===== config.mk =====
export PLATFORM = sky130hd
export DESIGN_NAME = line_clearer_flat
export DESIGN_NICKNAME = d
export VERILOG_FILES = /design/src/rtl/line_clearer_if.sv /design/src/rtl/line_clearer.sv /design/src/flat_wrapper.sv
export SDC_FILE = /design/constraint.sdc
export NUM_CORES = 1
export LEC_CHECK = 0
export ABC_CLOCK_PERIOD_IN_PS = 8350
export BUFFER_PORTS_ARGS = -buffer_cell sky130_fd_sc_hd__buf_2
export CORE_ASPECT_RATIO = 0.6
export CORE_MARGIN = 2
export CORE_UTILIZATION = 65
export CTS_CLUSTER_DIAMETER = 40
export DETAILED_ROUTE_END_ITERATION = 12
export MAX_ROUTING_LAYER = met4
export PLACE_DENSITY = 0.91
export REMOVE_ABC_BUFFERS = 1
export SYNTH_ARGS = -nofsm -noshare
export SYNTH_HDL_FRONTEND = slang
export SYNTH_SLANG_ARGS = --single-unit

===== constraint.sdc =====
create_clock -name clk -period 8.35 [get_ports clk]
set_input_delay 1.67 -clock clk [delete_from_list [all_inputs] [get_ports clk]]
set_output_delay 1.67 -clock clk [all_outputs]
set_load 0.02 [all_outputs]

===== src/rtl/line_clearer_if.sv =====
// Board-memory port plus control/status of the line clearer.
// Optional score output present when LINE_CLEARER_SCORE_EN is defined.
// master = the clearer itself, slave = placer/arbiter/memory side.
interface line_clearer_if;
  logic       start;
  logic [7:0] rdata;
  logic       we;
  logic [7:0] addr;
  logic [7:0] wdata;
  logic       busy;
  logic       done;
  logic [4:0] lines_cleared;
`ifdef LINE_CLEARER_SCORE_EN
  logic [15:0] score;

  modport master (
    input  start, rdata,
    output we, addr, wdata, busy, done, lines_cleared, score
  );

  modport slave (
    output start, rdata,
    input  we, addr, wdata, busy, done, lines_cleared, score
  );
`else
  modport master (
    input  start, rdata,
    output we, addr, wdata, busy, done, lines_cleared
  );

  modport slave (
    output start, rdata,
    input  we, addr, wdata, busy, done, lines_cleared
  );
`endif
endinterface


===== src/rtl/line_clearer.sv =====
// Purpose: after each placed piece, find full rows bottom-up and collapse them (shift rows above down, blank row 0).
// Latency: 2 cycles per cell read, 2 per shifted cell, 1 per blanked top cell, +1 DONE cycle; empty board = 41 cycles.
// Backpressure: none; start is ignored while busy. Macro LINE_CLEARER_SCORE_EN adds a saturating 16-bit score output.
module line_clearer #(
  parameter int COLS = 12,
  parameter int ROWS = 20
) (
  input logic            clk,
  input logic            rst,
  line_clearer_if.master bus
);

  typedef enum logic [2:0] {IDLE, RD, CHK, SH_RD, SH_WR, CLR, DONE} state_t;

  localparam logic [7:0] LAST_ROW = 8'(ROWS - 1);
  localparam logic [7:0] LAST_COL = 8'(COLS - 1);

  state_t     state;
  logic [7:0] row;
  logic [7:0] col;
  logic [7:0] dst;
  logic       we_q;
  logic [7:0] addr_q;
  logic       busy_q;
  logic       done_q;
  logic [4:0] lines_q;

  // Linear board address; ROWS*COLS fits in 8 bits so truncation is lossless.
  function automatic logic [7:0] cell_addr(input logic [7:0] r, input logic [7:0] c);
    return 8'(32'(r) * 32'(COLS) + 32'(c));
  endfunction

  // Scan / shift / clear sequencer; outputs are loaded for the state being entered.
  always_ff @(posedge clk or negedge rst) begin
    if (!rst) begin
      state   <= IDLE;
      row     <= 8'd0;
      col     <= 8'd0;
      dst     <= 8'd0;
      we_q    <= 1'b0;
      addr_q  <= 8'd0;
      busy_q  <= 1'b0;
      done_q  <= 1'b0;
      lines_q <= 5'd0;
    end else begin
      case (state)
        IDLE: begin
          we_q   <= 1'b0;
          done_q <= 1'b0;
          if (bus.start) begin
            row     <= LAST_ROW;
            col     <= 8'd0;
            lines_q <= 5'd0;
            addr_q  <= cell_addr(LAST_ROW, 8'd0);
            busy_q  <= 1'b1;
            state   <= RD;
          end
        end
        RD: begin
          we_q  <= 1'b0;
          state <= CHK;
        end
        CHK: begin
          if (bus.rdata == 8'd0) begin
            if (row == 8'd0) begin
              done_q <= 1'b1;
              state  <= DONE;
            end else begin
              row    <= row - 8'd1;
              col    <= 8'd0;
              addr_q <= cell_addr(row - 8'd1, 8'd0);
              state  <= RD;
            end
          end else if (col < LAST_COL) begin
            col    <= col + 8'd1;
            addr_q <= cell_addr(row, col + 8'd1);
            state  <= RD;
          end else begin
            if (lines_q != 5'd31) lines_q <= lines_q + 5'd1;
            dst <= row;
            col <= 8'd0;
            if (row == 8'd0) begin
              we_q   <= 1'b1;
              addr_q <= 8'd0;
              state  <= CLR;
            end else begin
              addr_q <= cell_addr(row - 8'd1, 8'd0);
              state  <= SH_RD;
            end
          end
        end
        SH_RD: begin
          we_q   <= 1'b1;
          addr_q <= cell_addr(dst, col);
          state  <= SH_WR;
        end
        SH_WR: begin
          if (col < LAST_COL) begin
            col    <= col + 8'd1;
            we_q   <= 1'b0;
            addr_q <= cell_addr(dst - 8'd1, col + 8'd1);
            state  <= SH_RD;
          end else begin
            col <= 8'd0;
            dst <= dst - 8'd1;
            if (dst == 8'd1) begin
              we_q   <= 1'b1;
              addr_q <= 8'd0;
              state  <= CLR;
            end else begin
              we_q   <= 1'b0;
              addr_q <= cell_addr(dst - 8'd2, 8'd0);
              state  <= SH_RD;
            end
          end
        end
        CLR: begin
          if (col < LAST_COL) begin
            col    <= col + 8'd1;
            we_q   <= 1'b1;
            addr_q <= col + 8'd1;
          end else begin
            // Re-check the same row: it now holds what used to sit above it.
            col    <= 8'd0;
            we_q   <= 1'b0;
            addr_q <= cell_addr(row, 8'd0);
            state  <= RD;
          end
        end
        DONE: begin
          done_q <= 1'b0;
          busy_q <= 1'b0;
          state  <= IDLE;
        end
        default: begin
          we_q   <= 1'b0;
          done_q <= 1'b0;
          busy_q <= 1'b0;
          state  <= IDLE;
        end
      endcase
    end
  end

  assign bus.we            = we_q;
  assign bus.addr          = addr_q;
  assign bus.busy          = busy_q;
  assign bus.done          = done_q;
  assign bus.lines_cleared = lines_q;
  // The shifted byte only arrives during SH_WR, so write data is steered straight from the read port.
  assign bus.wdata         = (state == SH_WR) ? bus.rdata : 8'd0;

`ifdef LINE_CLEARER_SCORE_EN
  logic [15:0] score_q;
  logic [15:0] award;
  logic [16:0] score_sum;

  // Points awarded for the pass just finished.
  always_comb begin
    award = 16'd0;
    case (lines_q)
      5'd0:    award = 16'd0;
      5'd1:    award = 16'd40;
      5'd2:    award = 16'd100;
      5'd3:    award = 16'd300;
      default: award = 16'd1200;
    endcase
  end

  assign score_sum = {1'b0, score_q} + {1'b0, award};

  // Accumulate once per pass, clamped at full scale.
  always_ff @(posedge clk or negedge rst) begin
    if (!rst) begin
      score_q <= 16'd0;
    end else if (state == DONE) begin
      score_q <= score_sum[16] ? 16'hFFFF : score_sum[15:0];
    end
  end

  assign bus.score = score_q;
`endif

endmodule


===== src/flat_wrapper.sv =====
// flat-port wrapper written by rule: the top's interface ports become plain ports
module line_clearer_flat 
#(
  parameter int COLS = 12,
  parameter int ROWS = 20
)
  (clk, rst, bus_start, bus_rdata, bus_we, bus_addr, bus_wdata, bus_busy, bus_done, bus_lines_cleared);
  line_clearer_if bus_i ();
  input logic clk;
  input logic rst;
  input wire logic [$bits(bus_i.start)-1:0] bus_start;
  input wire logic [$bits(bus_i.rdata)-1:0] bus_rdata;
  output wire logic [$bits(bus_i.we)-1:0] bus_we;
  output wire logic [$bits(bus_i.addr)-1:0] bus_addr;
  output wire logic [$bits(bus_i.wdata)-1:0] bus_wdata;
  output wire logic [$bits(bus_i.busy)-1:0] bus_busy;
  output wire logic [$bits(bus_i.done)-1:0] bus_done;
  output wire logic [$bits(bus_i.lines_cleared)-1:0] bus_lines_cleared;
  assign bus_i.start = bus_start;
  assign bus_i.rdata = bus_rdata;
  assign bus_we = bus_i.we;
  assign bus_addr = bus_i.addr;
  assign bus_wdata = bus_i.wdata;
  assign bus_busy = bus_i.busy;
  assign bus_done = bus_i.done;
  assign bus_lines_cleared = bus_i.lines_cleared;
  line_clearer #(.COLS(COLS), .ROWS(ROWS)) u_core (.clk(clk), .rst(rst), .bus(bus_i));
endmodule

==> After elaboration in Yosys (flattened, before gate mapping) <==
Index checks and enable logic that the tools add are counted.
{ "classes": {"mul": 5, "muxes": 48, "n_addsub": 8, "n_lt_le_gt_ge": 1, "eq_ne": 18, "n_reduce_logical": 19, "bitwise": 3} }
{ "ops": {"columns": ["op", "n"], "rows": [
  ["8-bit 2-to-1 mux", 19],
  ["8-bit by 2-bit multiplier with 6-bit output, second input constant", 5],
  ["8-bit case mux with 5 select lines", 1],
  ["8-bit case mux with 2 select lines", 2],
  ["8-bit adder", 3],
  ["3-bit 2-to-1 mux", 8],
  ["8-bit case mux with 3 select lines", 1],
  ["5-bit 2-to-1 mux", 4],
  ["3-bit case mux with 6 select lines", 1],
  ["8-bit zero test", 2],
  ["8-bit by 1-bit subtractor with 8-bit output, second input constant", 2],
  ["2-bit inequality test, second input constant", 6],
  ["4-bit AND reduction", 3],
  ["5-bit case mux with 2 select lines", 1],
  ["3-bit == test, second input constant", 3],
  ["3-bit AND reduction", 3],
  ["8-bit by 1-bit adder with 8-bit output, second input constant", 1],
  ["8-bit by 1-bit == test with 1-bit output, second input constant", 1],
  ["8-bit by 4-bit < comparator with 1-bit output, second input constant", 1],
  ["1-bit 2-to-1 mux", 8],
  ["8-bit by 2-bit subtractor with 8-bit output, second input constant", 1],
  ["3-bit by 2-bit == test with 1-bit output, second input constant", 2],
  ["2-bit by 1-bit inequality test with 1-bit output, second input constant", 3],
  ["5-bit by 1-bit adder with 5-bit output, second input constant", 1],
  ["other kinds (15)", 20]
]} }
{ "totals": {"wordCells": 111, "out_inout_bits": 24, "register_bits": 43} }

==> Longest topological paths before layout <==
Gate-level depths: netlist of the first run.
{ "depth": {"depth_word": 6, "depth_mapped": 14, "mapped_depth_nobuf": 14} }

==> Worst setup path before layout of the first run <==
OpenSTA, ideal clock, no wires.
{ "synth_path": {"path_kind": "input-to-output", "start": "input port bus_rdata[0]", "end": "output port bus_wdata[0]", "n_path_buf": 0, "arrival_time_ns": 1.880, "path_slack_ns": 4.800, "stages": 1, "cell_sequence": "and2_1"} }
{ "synth_between": {"elab_chain_cells": 1} }
{ "synth_rtl": {"columns": ["element", "line_no", "text"], "rows": [
  ["start: declaration", "flat_wrapper.sv:12", "input wire logic [$bits(bus_i.rdata)-1:0] bus_rdata;"],
  ["8-bit 2-to-1 mux", "line_clearer.sv:151", "assign bus.wdata = (state == SH_WR) ? bus.rdata : 8'd0;"],
  ["end: declaration", "flat_wrapper.sv:15", "output wire logic [$bits(bus_i.wdata)-1:0] bus_wdata;"]
]} }
No other way between the ends.

==> Final worst setup path of the first run <==
{ "layout_path": {"start": "register u_core.state[2]", "end": "output port bus_wdata[5]"} }
{ "layout_between": {"elab_chain_cells": 2} }
{ "layout_rtl": {"columns": ["element", "line_no", "text"], "rows": [
  ["start: declaration", "line_clearer.sv:18", "state_t state;"],
  ["start signal: assignment", "line_clearer.sv:36", "state <= IDLE;"],
  ["start signal: assignment", "line_clearer.sv:56", "state <= RD;"],
  ["start signal: assignment", "line_clearer.sv:61", "state <= CHK;"],
  ["3-bit == test", "line_clearer.sv:151", null],
  ["8-bit 2-to-1 mux", "line_clearer.sv:151", null]
]} }
No other way between the ends.

==> results of run 1 <==
[cell usage in the layout (no fill, tap or decap), types with 6 or more instances in the layout]
master,n
nor3_1,9
nand2_1,30
xnor2_1,32
xor2_1,21
nand3_1,9
fa_1,7
a21o_1,14
clkbuf_8,6
nor2_1,42
nand2b_1,8
and2_1,16
dfrtp_1,43
inv_1,28
o21ai_0,29
ha_1,51
buf_2,34
a21oi_1,36
[per-stage QoR]
step                      cells  area, um2  util, %  total power, mW
final                       583       4440     72.7             1.27
after detailed placement    575       4320     70.8             1.07
after CTS                   583       4440     72.7             1.25
after global placement      575       4320     70.8             1.04
after global routing        583       4440     72.7             1.35
after floorplan             456       4040        -            0.854
[metal layers]
layer	vias up	part of all wire, %	GRT usage, %	wire length [um]
met1	1790	45	47.0	4840
li1	1708	-	-	-
met3	21	9.6	6.94	1040
met5	-	0	-	0
met4	0	1.3	6.98	138
met2	186	44	52.0	4810
[cell type report]
type	count	area (um2)
Clock buffer	6	82.6
Clock inverter	2	35.0
Fill cell	458	1670
Inverter	29	109
Multi-Input combinational cell	384	2860
Sequential cell	43	1080
Tap cell	84	105
Timing Repair Buffer	35	178
[critical path, stage by stage, from the launching register on]
cell,delay (ps)
dfrtp_1,490
nor2b_1,400
nor2b_1,1030
and2_1,260
buf_2,170
[how the worst min path moves through the flow]
| stage | slack (ps) | cells after the start | end |
|---|---|---|---|
| after floorplan | 480 | 1 | u_core.dst[7]$_DFFE_PN0P_ |
| after global placement | 460 | 2 | u_core.bus.addr[3]$_DFFE_PN0P_ |
| after detailed placement | 480 | 2 | u_core.bus.addr[3]$_DFFE_PN0P_ |
| after CTS | 500 | 2 | u_core.bus.addr[3]$_DFFE_PN0P_ |
| after global routing | 520 | 2 | u_core.bus.addr[3]$_DFFE_PN0P_ |
| final | 500 | 2 | u_core.bus.addr[3]$_DFFE_PN0P_ |
[logic make-up (layout without fill, tap and decap cells)]
family / after synthesis / after routing / synth area share, %
buffers and inverters: 41 / 72 / 4.70
AND/OR/NAND/NOR: 138 / 138 / 16.8
XOR/XNOR: 56 / 56 / 12.9
flip-flops: 43 / 43 / 26.1
AO/OA/AOI/OAI: 129 / 129 / 20.0
multiplexers: 3 / 3 / 0.728
adder cells (fa/ha/maj): 58 / 58 / 18.9
[flip-flops by register name (all words and copies together) (netlist names)]
register / flops
u_core.bus.lines_cleared: 5
u_core.bus.we: 1
u_core.bus.done: 1
u_core.col: 8
u_core.state: 3
u_core.bus.addr: 8
u_core.row: 8
u_core.dst: 8
u_core.bus.busy: 1
[report_power, final]
group          total, mW  internal (mW)  switching (mW)
Combinational      0.779          0.304           0.474
Clock              0.176         0.0970          0.0793
Sequential         0.316          0.255          0.0617
Total               1.27          0.656           0.615
==> flow_metrics.tcl, run 1 <==
set metrics [dict create \
    root_buffer "clkbuf_8" \
    drc_errors 0 \
    synth_ff_type "dfrtp_1" \
    ant_nets 0 \
    cts_buffers 5 \
    tns_ps 0 \
    portBuffers 34 \
    io-pin-count 35 \
    r2r_slack_ps 4860 \
    fin_crit_ps 4330 \
    antenna_found_initial 0 \
    cp-endpoint "bus_wdata[5]" \
    vias_per_cell 6.36 \
    cp_data_required_time_ps 6680 \
    setup_ws_ps 4020 \
    clk_latency_ps 310 \
    slew_headroom_pct 16.6 \
    reg2reg_to "u_core.bus.addr[7]$_DFFE_PN0P_" \
    status "finished, final reports clean" \
    irDropWorstVdd_uv 177 \
    tightest_slew_ps 1250 \
    grt_overflow 0 \
    nets 567 \
    htreeDepth 2 \
    core-area_um2 6110 \
    ys_seq_area_share_pct 26.1 \
    initialDrtViolationCount 326 \
    setup_viol 0 \
    row_count 22 \
    dp_hpwl_mm 8.43 \
    syn_area_per_cell_um2 8.82 \
    ys_ff_latch 43 \
    grt_pass1_wl_mm 17.9 \
    post-place-ws_ps 4450 \
    slew_violations 0 \
    drive_above_1_share_pct 10.4 \
    worst_setup_path_start_kind "flop" \
    synth.most_common_cell "ha_1" \
    rsz0062_at_grt "no" \
    drv_cap 0 \
    arrival_ps 2660 \
    pwr_density_cell_nw_per_um2 286 \
    hp-class "flop to flop" \
    async_flop_share_pct 100 \
    ys_types 58 \
    die_h_um 65.7 \
    fin_crit_sh_pct 51.8 \
    cts_resized 0 \
    endpoint_kind "primary output" \
    diodes 0 \
    grt_pass1_vias 3549 \
    cts_max_path_buffers 2 \
    critPathKind "flop to primary output" \
    post_cts_buffers 0 \
    syn_inst 468 \
    synth_top_area_share_pct 26.1 \
    wire_per_inst_um 18.6 \
    ys_top_cells_by_count "ha_1 (51), dfrtp_1 (43), nor2_1 (42), a21oi_1 (36), xnor2_1 (32)" \
    synth_edf_count 0 \
    fin_skew_ps 9.17 \
    whs_ps 499 \
    netlist_area_um2 4130 \
    design.die.area_um2 7020 \
    synth_area_leader_cell "dfrtp_1" \
    cts_sinks 43 \
    yosys-top-cells-area "dfrtp_1 (26%), ha_1 (15%), xnor2_1 (6.8%)" \
    grt_max_degree 44 \
    firstDrtPassIters 5 \
    postRouteWirelength_mm 10.8 \
    synthToLayoutAreaGrowth_pct 7.64 \
    vias 3705 \
    min_from "u_core.bus.addr[3]$_DFFE_PN0P_" \
    grt_use_total_pct 33.9 \
    cts_hold_buf 0 \
    crit_fanout 18 \
    clk_pin_slew_ps 90 \
    hold_violations 0 \
    cts_tree "yes" \
    synth_warnings 0 \
    initial_utilization_pct 67.5 \
    die_w_um 107 \
    critPathLaunch "u_core.state[2]$_DFFE_PN0P_" \
    place_congestion 1.00 \
    r2r-start "u_core.dst[1]$_DFFE_PN0P_" \
    p_leak_nw 2.22 \
    fmax_mhz 231 \
    r2r_cells 14 \
]
(Power assumes the default switching activity.)
==> run 2, diff against run 1 <==
--- a/config.mk
+++ b/config.mk
@@ -5,15 +5,16 @@
 export SDC_FILE = /design/constraint.sdc
 export NUM_CORES = 1
 export LEC_CHECK = 0
-export ABC_CLOCK_PERIOD_IN_PS = 8350
+export ABC_AREA = 1
+export ABC_CLOCK_PERIOD_IN_PS = 3910
 export BUFFER_PORTS_ARGS = -buffer_cell sky130_fd_sc_hd__buf_2
 export CORE_ASPECT_RATIO = 0.6
 export CORE_MARGIN = 2
-export CORE_UTILIZATION = 65
+export CORE_UTILIZATION = 56
 export CTS_CLUSTER_DIAMETER = 40
 export DETAILED_ROUTE_END_ITERATION = 12
 export MAX_ROUTING_LAYER = met4
-export PLACE_DENSITY = 0.91
+export PLACE_DENSITY = 0.83
 export REMOVE_ABC_BUFFERS = 1
 export SYNTH_ARGS = -nofsm -noshare
 export SYNTH_HDL_FRONTEND = slang
==> constraint.sdc (replaced) <==
create_clock -name clk -period 3.91 [get_ports clk]
set_input_delay 0.782 -clock clk [delete_from_list [all_inputs] [get_ports clk]]
set_output_delay 0.782 -clock clk [all_outputs]
set_load 0.02 [all_outputs]
==> run 2 against run 1 <==
Effect of this change:
- first-iteration DRC count up 56%
- via count is 19% higher
- die area up 23%
- design area up 9.3%
- highest routed layer unchanged
- core utilization is 10 points lower
- worst setup slack got worse by 3500 ps
- clock skew is 3.2 ps lower
- final cell count is 33% higher
- clock-buffer cell count did not move
- synthesized cell count increased by 35%
- largest power group unchanged
- sequential cell count is the same
- clock power rose to 2.8 times the previous value
==> flow_metrics.tcl, run 2 <==
set metrics [dict create \
    status "finished, final reports clean" \
    p_comb_share_pct 54.6 \
    nets 735 \
    io-pin-count 35 \
    nFillCells 712 \
    grt_pass1_vias 4059 \
    root_buffer "clkbuf_16" \
    switching_share_pct 48.3 \
    wire_per_inst_um 17.0 \
    setup_viol 0 \
    grt_pass1_wl_mm 21.1 \
    power.total_mw 2.47 \
    synth_top_area_share_pct 24.3 \
    vias_per_cell 5.70 \
    ys_top_cells_by_count "nand2_1 (152), inv_1 (96), nand3_1 (55), ha_1 (51), nor2_1 (44)" \
    rsz0062_at_grt "no" \
    tns_ps 0 \
    grt_max_degree 44 \
    slew_violations 0 \
    core-area_um2 7760 \
    clk_pin_slew_ps 70 \
    diodes 0 \
    vias 4415 \
    synth_top_family_by_area "simple AND/OR/NAND/NOR gates" \
    synth_edf_count 0 \
    htreeDepth 2 \
    synth_simple_gate_area_share_pct 29.2 \
    design.die.area_um2 8650 \
    postRouteWirelength_mm 13.2 \
    synth_compound_area_share_pct 13.7 \
    drv_cap 0 \
    cts_sinks 43 \
    critPathLaunch "u_core.dst[1]$_DFFE_PN0P_" \
    pwr-share-seq_pct 25.6 \
    pwr_density_cell_nw_per_um2 509 \
    cpPeakStageDelay_ps 460 \
    post_cts_buffers 0 \
    synthToLayoutAreaGrowth_pct 9.73 \
    synth.area.mux_share_pct 0 \
    row_count 25 \
    synth-xor-area-share_pct 5.74 \
    die_h_um 72.9 \
    slew_headroom_pct 30.2 \
    netlist_area_um2 4420 \
    syn_area_per_cell_um2 7.01 \
    cts_buffers 5 \
    initialDrtViolationCount 507 \
    cp_top_family "adder cells" \
    fin_crit_sh_pct 86.8 \
    internal_power_mw 1.28 \
    clockPowerShare_pct 19.8 \
    place_congestion 0.986 \
    p_leak_nw 2.60 \
    yosys-top-cells-area "dfrtp_1 (24%), ha_1 (14%), nand2_1 (13%)" \
    endpoint_kind "flop" \
    tightest_slew_ps 1050 \
    synth_area_leader_cell "dfrtp_1" \
    fin_skew_ps 5.98 \
    drc_errors 0 \
    critPathKind "flop to flop" \
    ys_types 44 \
    crit_fanout 6 \
    layout_common_cells "nand2_1 (152), inv_1 (96), nand3_1 (55)" \
    cts_max_path_buffers 2 \
    firstDrtPassIters 5 \
    hold_violations 0 \
    initial_utilization_pct 57.0 \
    layout_commonest_cell "nand2_1" \
    power.switching_mw 1.19 \
    hp-class "flop to flop" \
    synth_fa_ha_area_share_pct 17.6 \
    drive_above_1_share_pct 9.61 \
    fmax_mhz 295 \
    antenna_found_initial 0 \
    cts_resized 0 \
    clk_latency_ps 290 \
    dp_hpwl_mm 10.5 \
    arrival_ps 3590 \
    ant_nets 0 \
    r2r-start "u_core.dst[1]$_DFFE_PN0P_" \
    cp_data_required_time_ps 4100 \
    portBuffers 34 \
    critical_path_buf_inv_count 5 \
    critPathMostFrequentCell "nand2_1" \
    async_flop_share_pct 100 \
    crit_chain "inv_1, ha_1, inv_1, a21oi_1, xor2_1, inv_1, ha_1, a21oi_1, nand2_1, xor2_1, ha_1, nand2_1, inv_1, nand2_1, nand2_1, a31oi_1, nand3b_1, nand3_1, nand2_1, nand3_1, nand2_1, inv_1" \
    irDropWorstVdd_uv 334 \
    grt_overflow 0 \
    min_from "u_core.bus.busy$_DFFE_PN0P_" \
    ys_seq_area_share_pct 24.3 \
    syn_inst 631 \
    grt_use_total_pct 32.4 \
    synth.most_common_cell "nand2_1" \
    cp_slowest_cell "dfrtp_1" \
    worst_setup_path_start_kind "flop" \
    die_w_um 119 \
    fin_crit_ps 3390 \
    ys_ff_latch 43 \
    cts_hold_buf 0 \
    cts_tree "yes" \
    synth_ff_type "dfrtp_1" \
    synth_warnings 0 \
]
run 2: cells by family (layout without fill, tap and decap cells):
logic type / after synthesis / in the layout
and+or+nand+nor: 292 / 292
buffers and inverters: 108 / 143
AOI/OAI and AO/OA: 101 / 101
adders and majority gates: 58 / 58
DFF: 43 / 43
xor gates and xnor gates: 29 / 29
run 2: per-stage QoR:
stage               cell area, um2  util [%]  hold slack, ps  cells  setup WS (ps)
floorplan                     4390         -             486    625            910
detailed placement            4700      60.5             474    767            560
finish                        4850      62.6             486    774            515
global route                  4850      62.6             516    774            189
CTS                           4850      62.6             488    774            556
global placement              4700      60.5             459    767            725
run 2: power by group through the flow:
| stage | clock network, mW | logic (mW) | registers [mW] |
|---|---|---|---|
| finish | 0.489 | 1.35 | 0.633 |
| detailed placement | 0 | 1.31 | 0.636 |
| global route | 0.499 | 1.49 | 0.644 |
| CTS | 0.488 | 1.32 | 0.629 |
| floorplan | 0 | 0.885 | 0.671 |
| global placement | 0 | 1.28 | 0.631 |
run 2: metal layers:
metal  vias to the layer above  part of all wire (%)  GRT usage (%)
met5                         -                     0              -
met3                        16                   9.2           6.41
met1                      2081                    50           49.4
li1                       2136                     -              -
met2                       182                    40           44.4
met4                         0                  0.81           5.82
run 2: layout make-up:
class	instances	area (um2)	share of cell area, %
repair buffers	34	170	3.51
clock inverters	1	30.0	0.619
inverters	102	383	7.89
well taps	108	135	2.78
flip-flops and latches	43	1080	22.2
clock buffers	6	129	2.65
multi-input cells	480	2930	60.4
run 2: worst register-to-register path, cell delays in order, from the launching register on:
cell	delay, ps
dfrtp_1	460
inv_1	200
ha_1	230
inv_1	90
a21oi_1	150
xor2_1	170
inv_1	90
ha_1	370
a21oi_1	150
nand2_1	70
xor2_1	140
ha_1	320
nand2_1	80
inv_1	50
nand2_1	50
nand2_1	50
a31oi_1	170
nand3b_1	130
nand3_1	70
nand2_1	80
nand3_1	60
nand2_1	60
inv_1	40
run 2: worst paths after layout:
check	depth (start not counted)	end	slack [ps]
worst max-delay path	22	u_core.bus.addr[7]$_DFFE_PN0P_	520
worst min-delay path	1	u_core.bus.busy$_DFFE_PN0P_	490
min in group asynchronous	1	u_core.row[6]$_DFFE_PN0P_	660
worst max register to register	22	u_core.bus.addr[7]$_DFFE_PN0P_	520
max in group asynchronous	1	u_core.bus.addr[5]$_DFFE_PN0P_	2580
worst min register to register	1	u_core.bus.busy$_DFFE_PN0P_	490
